$ cat config.mk
export PLATFORM = sky130hd
export DESIGN_NAME = lzc_rr_arbiter_flat
export DESIGN_NICKNAME = d
export VERILOG_FILES = /design/src/rtl/lzc_rr_arbiter_if.sv /design/src/rtl/lzc_rr_arbiter.sv /design/src/flat_wrapper.sv
export SDC_FILE = /design/constraint.sdc
export NUM_CORES = 1
export LEC_CHECK = 0
export ABC_CLOCK_PERIOD_IN_PS = 4900
export CAP_MARGIN = 20
export CORE_ASPECT_RATIO = 1.5
export CORE_MARGIN = 8
export CORE_UTILIZATION = 44
export DETAILED_ROUTE_END_ITERATION = 10
export PLACE_DENSITY_LB_ADDON = 0.25
export SKIP_LAST_GASP = 1
export SLEW_MARGIN = 25
export SYNTH_ARGS = -nofsm -noshare
export SYNTH_HDL_FRONTEND = slang
export SYNTH_SLANG_ARGS = --single-unit
$ cat constraint.sdc
create_clock -name clk -period 4.9 [get_ports clk]
set_input_delay 0.49 -clock clk [delete_from_list [all_inputs] [get_ports clk]]
set_output_delay 0.49 -clock clk [all_outputs]
set_load 0.05 [all_outputs]
$ cat src/rtl/lzc_rr_arbiter_if.sv
// Request/response bundle for lzc_rr_arbiter. The rsp_norm field exists only when LZC_NORM_EN
// is defined.
interface lzc_rr_arbiter_if #(
    parameter int unsigned NUM_REQ = 4
);
    localparam int unsigned IDX_W = $clog2(NUM_REQ);

    logic [NUM_REQ-1:0]    req_valid;
    logic [NUM_REQ*32-1:0] req_data;
    logic [NUM_REQ-1:0]    req_ready;
    logic                  rsp_valid;
    logic                  rsp_ready;
    logic [IDX_W-1:0]      rsp_id;
    logic [4:0]            rsp_msb_idx;
    logic [5:0]            rsp_lz;
    logic                  rsp_zero;
`ifdef LZC_NORM_EN
    logic [31:0]           rsp_norm;

    modport master (
        output req_valid, req_data, rsp_ready,
        input  req_ready, rsp_valid, rsp_id, rsp_msb_idx, rsp_lz, rsp_zero, rsp_norm
    );
    modport slave (
        input  req_valid, req_data, rsp_ready,
        output req_ready, rsp_valid, rsp_id, rsp_msb_idx, rsp_lz, rsp_zero, rsp_norm
    );
`else
    modport master (
        output req_valid, req_data, rsp_ready,
        input  req_ready, rsp_valid, rsp_id, rsp_msb_idx, rsp_lz, rsp_zero
    );
    modport slave (
        input  req_valid, req_data, rsp_ready,
        output req_ready, rsp_valid, rsp_id, rsp_msb_idx, rsp_lz, rsp_zero
    );
`endif
endinterface

$ cat src/rtl/lzc_rr_arbiter.sv
// Round-robin arbiter sharing one 32-bit leading-zero counter among NUM_REQ requesters, with a
// single registered result slot. Define LZC_NORM_EN to add the normalising left shift (rsp_norm).
module lzc_rr_arbiter #(
    parameter int unsigned NUM_REQ = 4
) (
    input logic               clk,
    input logic               rst,
    lzc_rr_arbiter_if.slave   bus
);
    localparam int unsigned IDX_W = $clog2(NUM_REQ);

    logic [IDX_W-1:0] rr_ptr_q;
    logic             rsp_valid_q;
    logic [IDX_W-1:0] rsp_id_q;
    logic [4:0]       rsp_msb_idx_q;
    logic [5:0]       rsp_lz_q;
    logic             rsp_zero_q;

    logic [IDX_W-1:0] grant_idx;
    logic             grant_found;
    logic             slot_free;
    logic             accept;
    logic [31:0]      lzc_in;
    logic [4:0]       lzc_c;
    logic             lzc_v;
    logic [5:0]       lz;

    // Search starts at rr_ptr and wraps; first valid requester wins.
    always_comb begin
        grant_found = 1'b0;
        grant_idx   = '0;
        for (int unsigned k = 0; k < NUM_REQ; k++) begin
            if (!grant_found && bus.req_valid[(32'(rr_ptr_q) + k) % NUM_REQ]) begin
                grant_found = 1'b1;
                grant_idx   = IDX_W'((32'(rr_ptr_q) + k) % NUM_REQ);
            end
        end
    end

    assign slot_free     = ~rsp_valid_q | bus.rsp_ready;
    assign accept        = grant_found & slot_free & ~rst;
    assign bus.req_ready = accept ? (NUM_REQ'(1) << grant_idx) : '0;
    assign lzc_in        = grant_found ? bus.req_data[32'(grant_idx) * 32 +: 32] : 32'h0;

    // Leading-one detector: the highest set bit is the last one to overwrite lzc_c.
    always_comb begin
        lzc_v = |lzc_in;
        lzc_c = 5'd0;
        for (int i = 0; i < 32; i++) begin
            if (lzc_in[i]) begin
                lzc_c = 5'(i);
            end
        end
    end

    assign lz = lzc_v ? (6'd31 - {1'b0, lzc_c}) : 6'd32;

`ifdef LZC_NORM_EN
    logic [31:0] norm;
    logic [31:0] rsp_norm_q;

    assign norm         = lzc_v ? (lzc_in << lz) : 32'h0;
    assign bus.rsp_norm = rsp_norm_q;

    always_ff @(posedge clk) begin
        if (rst) begin
            rsp_norm_q <= 32'h0;
        end else if (accept) begin
            rsp_norm_q <= norm;
        end
    end
`endif

    always_ff @(posedge clk) begin
        if (rst) begin
            rr_ptr_q      <= '0;
            rsp_valid_q   <= 1'b0;
            rsp_id_q      <= '0;
            rsp_msb_idx_q <= 5'd0;
            rsp_lz_q      <= 6'd0;
            rsp_zero_q    <= 1'b0;
        end else if (accept) begin
            rr_ptr_q      <= IDX_W'((32'(grant_idx) + 1) % NUM_REQ);
            rsp_valid_q   <= 1'b1;
            rsp_id_q      <= grant_idx;
            rsp_msb_idx_q <= lzc_c;
            rsp_lz_q      <= lz;
            rsp_zero_q    <= ~lzc_v;
        end else if (rsp_valid_q && bus.rsp_ready) begin
            rsp_valid_q   <= 1'b0;
        end
    end

    assign bus.rsp_valid   = rsp_valid_q;
    assign bus.rsp_id      = rsp_id_q;
    assign bus.rsp_msb_idx = rsp_msb_idx_q;
    assign bus.rsp_lz      = rsp_lz_q;
    assign bus.rsp_zero    = rsp_zero_q;
endmodule

$ cat src/flat_wrapper.sv
// flat-port wrapper written by rule: the top's interface ports become plain ports
module lzc_rr_arbiter_flat 
#(
    parameter int unsigned NUM_REQ = 4
)
  (clk, rst, bus_req_valid, bus_req_data, bus_rsp_ready, bus_req_ready, bus_rsp_valid, bus_rsp_id, bus_rsp_msb_idx, bus_rsp_lz, bus_rsp_zero);
  lzc_rr_arbiter_if #(.NUM_REQ(NUM_REQ)) bus_i ();
  input logic clk;
  input logic rst;
  input wire logic [$bits(bus_i.req_valid)-1:0] bus_req_valid;
  input wire logic [$bits(bus_i.req_data)-1:0] bus_req_data;
  input wire logic [$bits(bus_i.rsp_ready)-1:0] bus_rsp_ready;
  output wire logic [$bits(bus_i.req_ready)-1:0] bus_req_ready;
  output wire logic [$bits(bus_i.rsp_valid)-1:0] bus_rsp_valid;
  output wire logic [$bits(bus_i.rsp_id)-1:0] bus_rsp_id;
  output wire logic [$bits(bus_i.rsp_msb_idx)-1:0] bus_rsp_msb_idx;
  output wire logic [$bits(bus_i.rsp_lz)-1:0] bus_rsp_lz;
  output wire logic [$bits(bus_i.rsp_zero)-1:0] bus_rsp_zero;
  assign bus_i.req_valid = bus_req_valid;
  assign bus_i.req_data = bus_req_data;
  assign bus_i.rsp_ready = bus_rsp_ready;
  assign bus_req_ready = bus_i.req_ready;
  assign bus_rsp_valid = bus_i.rsp_valid;
  assign bus_rsp_id = bus_i.rsp_id;
  assign bus_rsp_msb_idx = bus_i.rsp_msb_idx;
  assign bus_rsp_lz = bus_i.rsp_lz;
  assign bus_rsp_zero = bus_i.rsp_zero;
  lzc_rr_arbiter #(.NUM_REQ(NUM_REQ)) u_core (.clk(clk), .rst(rst), .bus(bus_i));
endmodule
## After elaboration in Yosys (flattened, before gate mapping)

Cells that the tools add are included.

| cells by class | value |
|---|---|
| add/sub/neg operators | 5 |
| reduce and logical (&&, ||, !) cells | 9 |
| muxes and demuxes | 52 |
| bitwise operators | 6 |
| magnitude comparators | 4 |
| shift operators | 2 |

Operators with widths:

| operator | number |
|---|---|
| $shiftx 128x8->32 | 1 |
| $mux 5 | 16 |
| $mux 4 | 9 |
| $mux 32 | 1 |
| $reduce_or 32->1 | 1 |
| $lt 2x3->1 const B | 4 |
| $mux 2 | 6 |
| $mux 3 | 4 |
| $mux 1 | 11 |
| $bmux 1 s2 | 4 |
| $mux 6 | 1 |
| $sub 5x5->6 const A | 1 |
| $add 2x1->2 const B | 2 |
| $add 2x2->2 const B | 2 |
| $logic_and 1x1->1 | 4 |
| $shl 1x2->4 const A | 1 |
| $logic_not 1->1 | 3 |
| $not 1->1 | 3 |
| $and 1x1->1 | 2 |
| $reduce_bool 2->1 | 1 |
| $or 1x1->1 | 1 |

| storage, ports and cells | value |
|---|---|
| bits of input ports | 135 |
| logic and storage cells | 84 |
| register bits | 17 |
| output and inout port bits | 19 |

## Longest topological paths before layout

| depth | value |
|---|---|
| word-level depth | 47 |
| depth in mapped cells | 13 |
| depth with buffers taken out | 10 |

## Worst setup path after synthesis

Ideal clock, no wire load.

| path | value |
|---|---|
| path type | input to register |
| from | input bus_req_valid[2] |
| to | register u_core.rsp_lz_q[3], in the netlist u_core.bus.rsp_lz[3] |
| stages | 11 |
| buffers on the path | 2 |
| arrival time | 2.809 ns |
| required time | 4.783 ns |
| setup slack | 1.974 ns |
| setup time | 0.117 ns |
| path through | nor2b_1 > or4b_4 > buf_6 > buf_2 > and3_1 > o32ai_2 > nor4b_4 > a21oi_1 > a2111o_1 > nand2b_2 > a22o_1 |

| between the ends | value |
|---|---|
| word-level cells in the longest chain between the ends | 47 |
| elaborated cells between the ends (all ways) | 60 |
| classes of those cells | add/sub (1); shift (1); mux (49); bitwise (2); reduce/logical (7) |

Ends and longest elaborated chain:

| item | line | source |
|---|---|---|
| start: declaration | flat_wrapper.sv:10 | `input wire logic [$bits(bus_i.req_valid)-1:0] bus_req_valid;` |
| $bmux 1 s2 | lzc_rr_arbiter.sv:33 | `if (!grant_found && bus.req_valid[(32'(rr_ptr_q) + k) % NUM_REQ]) begin` |
| $mux 1 (not written as such) | lzc_rr_arbiter.sv:33 |  |
| $mux 1 | lzc_rr_arbiter.sv:33 |  |
| $logic_not 1->1 | lzc_rr_arbiter.sv:33 |  |
| $logic_and 1x1->1 | lzc_rr_arbiter.sv:33 |  |
| $mux 1 | lzc_rr_arbiter.sv:33 |  |
| $logic_not 1->1 | lzc_rr_arbiter.sv:33 |  |
| $logic_and 1x1->1 | lzc_rr_arbiter.sv:33 |  |
| (+5 left out) | n/a |  |
| $mux 32 | lzc_rr_arbiter.sv:43 | `assign lzc_in = grant_found ? bus.req_data[32'(grant_idx) * 32 +: 32] : 32'h0;` |
| $mux 1 | lzc_rr_arbiter.sv:50 | `if (lzc_in[i]) begin` |
| $mux 2 (2 in series) | lzc_rr_arbiter.sv:50 |  |
| $mux 3 (4 in series) | lzc_rr_arbiter.sv:50 |  |
| $mux 4 (8 in series) | lzc_rr_arbiter.sv:50 |  |
| $mux 5 (16 in series) | lzc_rr_arbiter.sv:50 |  |
| $sub 5x5->6 | lzc_rr_arbiter.sv:56 | `assign lz = lzc_v ? (6'd31 - {1'b0, lzc_c}) : 6'd32;` |
| $mux 6 | lzc_rr_arbiter.sv:56 |  |
| end signal: assignment | lzc_rr_arbiter.sv:87 | `rsp_lz_q <= lz;` |
| end: declaration | lzc_rr_arbiter.sv:16 | `logic [5:0] rsp_lz_q;` |

Parallel ways exist; a longest one is shown, timed or not. The select of a mux whose other input is x is not followed.
A chain may end at the register's enable or synchronous reset.

## Final worst setup path

| path | value |
|---|---|
| from | input bus_req_valid[2] |
| to | register u_core.rsp_lz_q[0], in the netlist u_core.bus.rsp_lz[0] |

The elaborated chain is that of the path after synthesis.

==> run_results.csv <==
group,metric,value,unit
run_status,status,"complete, no violations",
synthesis,syn_inst,436,
setup_path,path_cells,"clkdlybuf4s50_1, nor2b_1, buf_4, or4b_4, buf_4, and3_1, o32ai_1, a31oi_1, a2111o_1, nand2b_2, a22o_1",
setup_path,path_buf_inv,3,
finish,layout-drive-gt1-share,8.26,%
route,wl,12.8,mm
cts,cts.reportedPaths.clkPinSlew,0.06,ns
finish,syn_to_final_growth,53.0,%
sta,maxSlewHeadroom,28.9,%
place,port_buffers,153,
route,detail_route.wl_per_cell,20.2,µm
synthesis,synthArstFlopShare,0,%
power,ir_worst_vdd,0.000159,V
setup_path,crit_cells,11,
floorplan,io_pins,154,
setup_path,path_class,"in -> reg",
route,dr.pass1.iters,5,
route,via_per_inst,6.62,
floorplan,die_width,83.3,µm
sta,period_share,80.2,%
route,vias,4203,
sta,whs,0.463,ns
setup_path,reg2reg_from,"u_core.rr_ptr_q[0]",
cts,ctsHtreeMaxLevel,1,
flow_run,cap_violations,0,
synthesis,synth_edf_count,0,
power,leakage,0.00166,µW
sta,final-max-slew-violation-count,0,
global_route,grt_pass1_wl,20.1,mm
floorplan,coreArea,6710,µm²
global_route,grtUsageTotal,24.6,%
global_route,grt_max_degree,36,
finish,antennaDiodeCount,0,
sta,fmax,255,MHz
global_route,grt_overflow,0,
floorplan,rows,37,
cts,cts_tree,"built",
cts,cts.path.max_buffers,2,
sta,finalSetupTns,0,ns
setup_path,arrival,4.07,ns
synthesis,synthFlopType,"dfxtp_1",
setup_path,startpoint,"bus_req_valid[2]",
place,dp_hpwl,10.0,mm
power,p_switching,579,µW
synthesis,syn_area_per_cell,6.85,µm²
setup_path,rrSetupSlack,1.36,ns
synthesis,synthTopCellsByArea,"dfxtp_1, nor4_1, nand3_1",
place,gp_congestion,0.932,
floorplan,start_util,44.5,%
sta,clock_skew,0.00103,ns
power,clockPowerShare,8.4,%
cts,clock-sinks,16,
power,p_sw_share,49.6,%
global_route,antenna_found_initial,0,
place,pre_cts_ws,0.757,ns
synthesis,ys_seq_elements,16,
setup_path,cp_max_fo,35,
synthesis,yosys.cell_types.count,64,
route,ant_nets,0,
setup_path,timing.rr.end,"u_core.bus.rsp_lz[0]",
synthesis,syn-num-nets,575,
setup_path,critPathCapture,"u_core.bus.rsp_lz[0]",
power,comb_power_share,77.6,%
min_path,hp-class,"reg -> reg",
setup_path,cp_slowest_cell,"or4b_4",
cts,numCtsBuffers,3,
synthesis,yosys.area.top_type,"dfxtp_1",
power,powerDensity,255,nW/µm²
setup_path,crit_top_cell,"buf_4",
sta,finalCriticalPeriod,3.93,ns
sta,setup_violations,0,
sta,worst_slew_pin_slew,1.06,ns
setup_path,reg2regPathDepth,10,
sta,setup_ws,0.972,ns
power,internal-power,589,µW
setup_path,crit_required,5.05,ns
cts,post_cts_resized,0,
setup_path,crit_path_max_incr_delay,0.74,ns
sta,timing.final.hold_violations,0,
cts,clkLatencyLatePin,0.25,ns
global_route,grt_pass1_vias,4071,
cts,cts_hold_buf,0,
synthesis,synth-seq-area-share,10.7,%
synthesis,synth_top_area_share,10.7,%
floorplan,die_h,117,µm
setup_path,worstSetupEndpointType,"register",
route,drc,0,
sta,rsz0062_at_grt,"false",
cts,post_cts_buffers,0,
route,drt_iter0_markers,339,
synthesis,syn_area,2990,µm²
setup_path,worst_setup_path_start_kind,"input port",
setup_path,cp_top_family,"simple AND/OR/NAND/NOR gates",
power,power_frac_seq,14.0,%
cts,cts-root-buf,"clkbuf_8",
synthesis,ys_warn_count,0,
finish,nNetsFinal,698,
floorplan,die-area,9730,µm²
[cells in the mapped netlist, types with 4 or more instances]
| cell | count |
|---|---|
| nand2b_1 | 21 |
| o21ai_0 | 26 |
| and3_1 | 22 |
| nor3_1 | 9 |
| clkbuf_1 | 21 |
| dfxtp_1 | 16 |
| a32oi_1 | 15 |
| nor4_1 | 41 |
| a22o_1 | 5 |
| o21ai_1 | 5 |
| nand3_1 | 48 |
| a211o_1 | 7 |
| ha_1 | 4 |
| nand2_1 | 36 |
| a21oi_1 | 9 |
| nor2b_1 | 7 |
| nor2_1 | 17 |
| a21boi_0 | 7 |
| or3_1 | 4 |
| a211oi_1 | 26 |
| buf_2 | 22 |
[worst reg2reg max path: stages (launching register included)]
cell and delay, ns:
dfxtp_1 0.38, nor2b_1 0.06, buf_4 0.21, or4b_4 0.74, buf_4 0.32, and3_1 0.23
o32ai_1 0.41, a31oi_1 0.22, a2111o_1 0.43, nand2b_2 0.23, a22o_1 0.19
[flip-flops by register name, summed over array words and instances (netlist names)]
register,cells
u_core.bus.rsp_zero,1
u_core.bus.rsp_id,2
u_core.rr_ptr_q,2
u_core.bus.rsp_msb_idx,5
u_core.bus.rsp_lz,5
u_core.bus.rsp_valid,1
[power groups by stage]
stage / clock network (µW) / logic [µW] / registers (µW)
final: 98.1 / 905 / 164
after global routing: 107 / 968 / 166
after CTS: 98.8 / 889 / 163
after detailed placement: 0 / 887 / 166
after global placement: 0 / 873 / 166
after floorplan: 0 / 562 / 202
[kinds of logic (layout without fill, tap and decap cells)]
| logic type | Yosys count | count (layout) | share of synthesized area, % |
|---|---|---|---|
| muxes | 2 | 2 | 0.838 |
| buffers and inverters | 51 | 172 | 8.34 |
| adders and majority gates | 4 | 4 | 1.68 |
| DFF | 16 | 16 | 10.7 |
| and+or+nand+nor | 224 | 224 | 42.4 |
| AOI/OAI and AO/OA | 139 | 139 | 36.0 |
[cells in the final DEF, fill, tap and decap left out, drive strengths merged, types with 3 or more instances in the layout]
cell | netlist | final
a211o | 7 | 7
a211oi | 29 | 29
a21boi | 8 | 8
a21oi | 9 | 9
a22o | 5 | 5
a22oi | 3 | 3
a31oi | 3 | 3
a32o | 3 | 3
a32oi | 15 | 15
and3 | 23 | 23
buf | 28 | 18
clkbuf | 21 | 3
clkdlybuf4s50 | 0 | 149
dfxtp | 16 | 16
ha | 4 | 4
nand2 | 37 | 37
nand2b | 22 | 22
nand3 | 49 | 49
nand3b | 3 | 3
nor2 | 17 | 17
nor2b | 7 | 7
nor3 | 9 | 9
nor4 | 43 | 43
nor4b | 3 | 3
o211a | 3 | 3
o21ai | 31 | 31
o31ai | 3 | 3
o32ai | 3 | 3
or2 | 3 | 3
or3 | 4 | 4
[stage by stage]
stage | cells | util [%] | area [µm²] | power, µW
floorplan | 436 | - | 2990 | 764
global placement | 632 | 67.4 | 4520 | 1040
detailed placement | 632 | 67.4 | 4520 | 1050
CTS | 635 | 68.0 | 4570 | 1150
global route | 635 | 68.1 | 4570 | 1240
finish | 635 | 68.1 | 4570 | 1170
[metal layers]
metal | part of all wire (%) | vias up | GRT usage (%) | wire length, µm
li1 | - | 1964 | - | -
met1 | 38 | 1955 | 27.0 | 4900
met2 | 52 | 256 | 46.8 | 6640
met3 | 7.8 | 28 | 3.74 | 1010
met4 | 2.1 | 0 | 8.35 | 268
met5 | 0 | - | 0 | 0
[layout make-up]
class,count,area [µm²]
clock buffer,3,41.3
fill,597,2140
inverter,2,7.51
multi-input combinational,369,2440
sequential,16,320
tap,78,97.6
timing repair buffer,167,1660
[how the worst min path moves through the flow]
stage                                     from                    to  slack, ns  depth (start not counted)
after detailed placement  u_core.bus.rsp_lz[4]  u_core.bus.rsp_lz[4]       0.46                          2
after floorplan             u_core.rr_ptr_q[0]    u_core.rr_ptr_q[0]       0.49                          2
after global routing      u_core.bus.rsp_id[0]  u_core.bus.rsp_id[0]       0.50                          2
after global placement    u_core.bus.rsp_id[0]  u_core.bus.rsp_id[0]       0.44                          2
final                     u_core.bus.rsp_id[0]  u_core.bus.rsp_id[0]       0.46                          2
after CTS                 u_core.bus.rsp_lz[4]  u_core.bus.rsp_lz[4]       0.46                          2
(Power assumes the default switching activity.)
==> variant: new RTL, same flow settings <==
`NUM_REQ` is set to 4 in 3 places; all go to 2.
--- a/src/rtl/lzc_rr_arbiter_if.sv
+++ b/src/rtl/lzc_rr_arbiter_if.sv
@@ -3,3 +3,3 @@
 interface lzc_rr_arbiter_if #(
-    parameter int unsigned NUM_REQ = 4
+    parameter int unsigned NUM_REQ = 2
 );
--- a/src/rtl/lzc_rr_arbiter.sv
+++ b/src/rtl/lzc_rr_arbiter.sv
@@ -3,3 +3,3 @@
 module lzc_rr_arbiter #(
-    parameter int unsigned NUM_REQ = 4
+    parameter int unsigned NUM_REQ = 2
 ) (
--- a/src/flat_wrapper.sv
+++ b/src/flat_wrapper.sv
@@ -3,3 +3,3 @@
 #(
-    parameter int unsigned NUM_REQ = 4
+    parameter int unsigned NUM_REQ = 2
 )
Interface: changed (resized bus_req_data, bus_req_ready, bus_req_valid and bus_rsp_id); port bits go from 154 to 85. The function was not compared with the original's and may differ.
==> variant against the original RTL <==
- worst setup slack improved by 0.50 ns
- sequential share of layout area rose by 5.4 points
- area after synthesis fell by 53%
- die area fell by 46%
- sequential cell count fell by 2
- total power fell by 62%
- routed wire length fell by 56%
- cell area fell by 50%
- largest cell class unchanged
- largest power group unchanged
==> variant: results (changes against the original RTL) <==
| Metric | Value |
|---|---|
| Status | `complete, no violations` |
| Vias in the first global route | `1907 (-53%)` |
| Synth unique cells | `53 (-17%)` |
| Slowest CP cell | `clkdlybuf4s50_1` |
| Pin count of the biggest net entering global routing | `28 (-22%)` |
| Prevailing post-synth register cell | `dfxtp_1` |
| Flop2flop setup slack | `2.16 ns (+0.80 ns)` |
| Via count | `1861 (-56%)` |
| Clock skew | `0.00186 ns (+0.000833 ns)` |
| Post-CTS setup buffer count | `0 (unchanged)` |
| Top Family by Delay on Critical Path | `buffers and inverters` |
| Initial DRC Count | `118 (-65%)` |
| Dpl hpwl | `4510 µm (-55%)` |
| Final nets | `335 (-52%)` |
| Worst VDD drop | `0.230 mV (+45%)` |
| CTS Buf Count | `3 (unchanged)` |
| CTS H-tree lvls | `1 (unchanged)` |
| Share of the synthesized area in the top cell type | `0.200 (+0.0924)` |
| GRT Total Usage | `0.202 (-0.0443)` |
| Leak | `0.825 nW (-50%)` |
| Final Wtd Congestion | `0.949 (+1.9%)` |
| I/O Buffers | `84 (-45%)` |
| Pre-antenna DRT Iters | `4 (-1)` |
| Top cells by count, synth | `nor2_1, o21ai_0, dfxtp_1` |
| CP arrival | `2.94 ns (-1.13 ns)` |
| Critical Path Max Stage Delay | `0.85 ns (+0.11 ns)` |
| Layout cells sized above 1 | `0.0492 (-0.0333)` |
| Worst-Skew Late Latency | `approximately 0.24 ns` |
| Slew HR | `0.516 (+0.227)` |
| Dominant cells by area after synthesis | `dfxtp_1, o21ai_0, a32o_1` |
| Register area share after synthesis | `0.200 (+0.0924)` |
| Synth Net Count | `258 (-55%)` |
| Root buf cell | `clkbuf_8` |
| Max Buffers Root-to-Sink | `2 (unchanged)` |
| CP Max Fanout | `11 (-69%)` |
| FILL cells | `251 (-58%)` |
| Routed wire length | `5690 µm (-56%)` |
| Number of antenna diodes | `0 (unchanged)` |
| Yosys warns | `0 (unchanged)` |
| First-pass GRT wire length | `9150 µm (-54%)` |
| CTS resizes | `0 (unchanged)` |
==> variant: cell types whose count changed after synthesis, moves of 22 or more <==
cell / unedited run / this run
nand3_1: 48 / 3
nor4_1: 41 / 5
a211oi_1: 26 / 0
nand2_1: 36 / 10
and3_1: 22 / 0
==> variant: metal layers <==
| layer | global-route usage | routed length [µm] | share of wire | vias up |
|---|---|---|---|---|
| li1 | - | - | - | 896 |
| met1 | 0.227 | 2390 | 0.42 | 869 |
| met2 | 0.378 | 2950 | 0.52 | 89 |
| met3 | 0.0264 | 300 | 0.053 | 7 |
| met4 | 0.0576 | 55 | 0.0097 | 0 |
| met5 | 0 | 0 | 0 | - |
==> variant: cell families (layout without fill, tap and decap cells) <==
logic type / Yosys count / count (layout) / synth area share
AOI/OAI and AO/OA: 79 / 79 / 0.424
buffers and inverters: 20 / 95 / 0.0766
DFF: 14 / 14 / 0.200
and+or+nand+nor: 76 / 76 / 0.299
==> variant: where the power goes <==
group / leakage, nW / internal [mW] / switching [mW]
combinational: 0.688 / 0.106 / 0.120
clock: 0.0216 / 0.0540 / 0.0339
sequential: 0.115 / 0.123 / 0.00563
==> variant: metrics by stage <==
stage | cells | area [µm²] | hold WS [ns] | util | setup slack [ns]
after floorplan | 189 | 1400 | 0.576 | - | 2.09
after global placement | 301 | 2220 | 0.436 | 0.717 | 1.55
after detailed placement | 301 | 2220 | 0.443 | 0.717 | 1.52
after CTS | 304 | 2260 | 0.455 | 0.731 | 1.50
after global routing | 304 | 2270 | 0.476 | 0.732 | 1.36
final | 304 | 2270 | 0.451 | 0.732 | 1.47
==> variant: final cells by class <==
class | instances | area share
clock buffer | 3 | 0.0182
inverter | 7 | 0.0116
multi-input combinational | 155 | 0.450
sequential | 14 | 0.124
tap | 40 | 0.0221
timing repair buffer | 85 | 0.374
==> variant: final timing paths <==
check,from,to,depth (start not counted)
worst max-delay path,bus_req_valid[0],bus_req_ready[1],5
worst min-delay path,u_core.bus.rsp_msb_idx[0],u_core.bus.rsp_msb_idx[0],1
worst max register to register,u_core.rr_ptr_q,u_core.bus.rsp_lz[1],7
worst min register to register,u_core.bus.rsp_msb_idx[0],u_core.bus.rsp_msb_idx[0],1
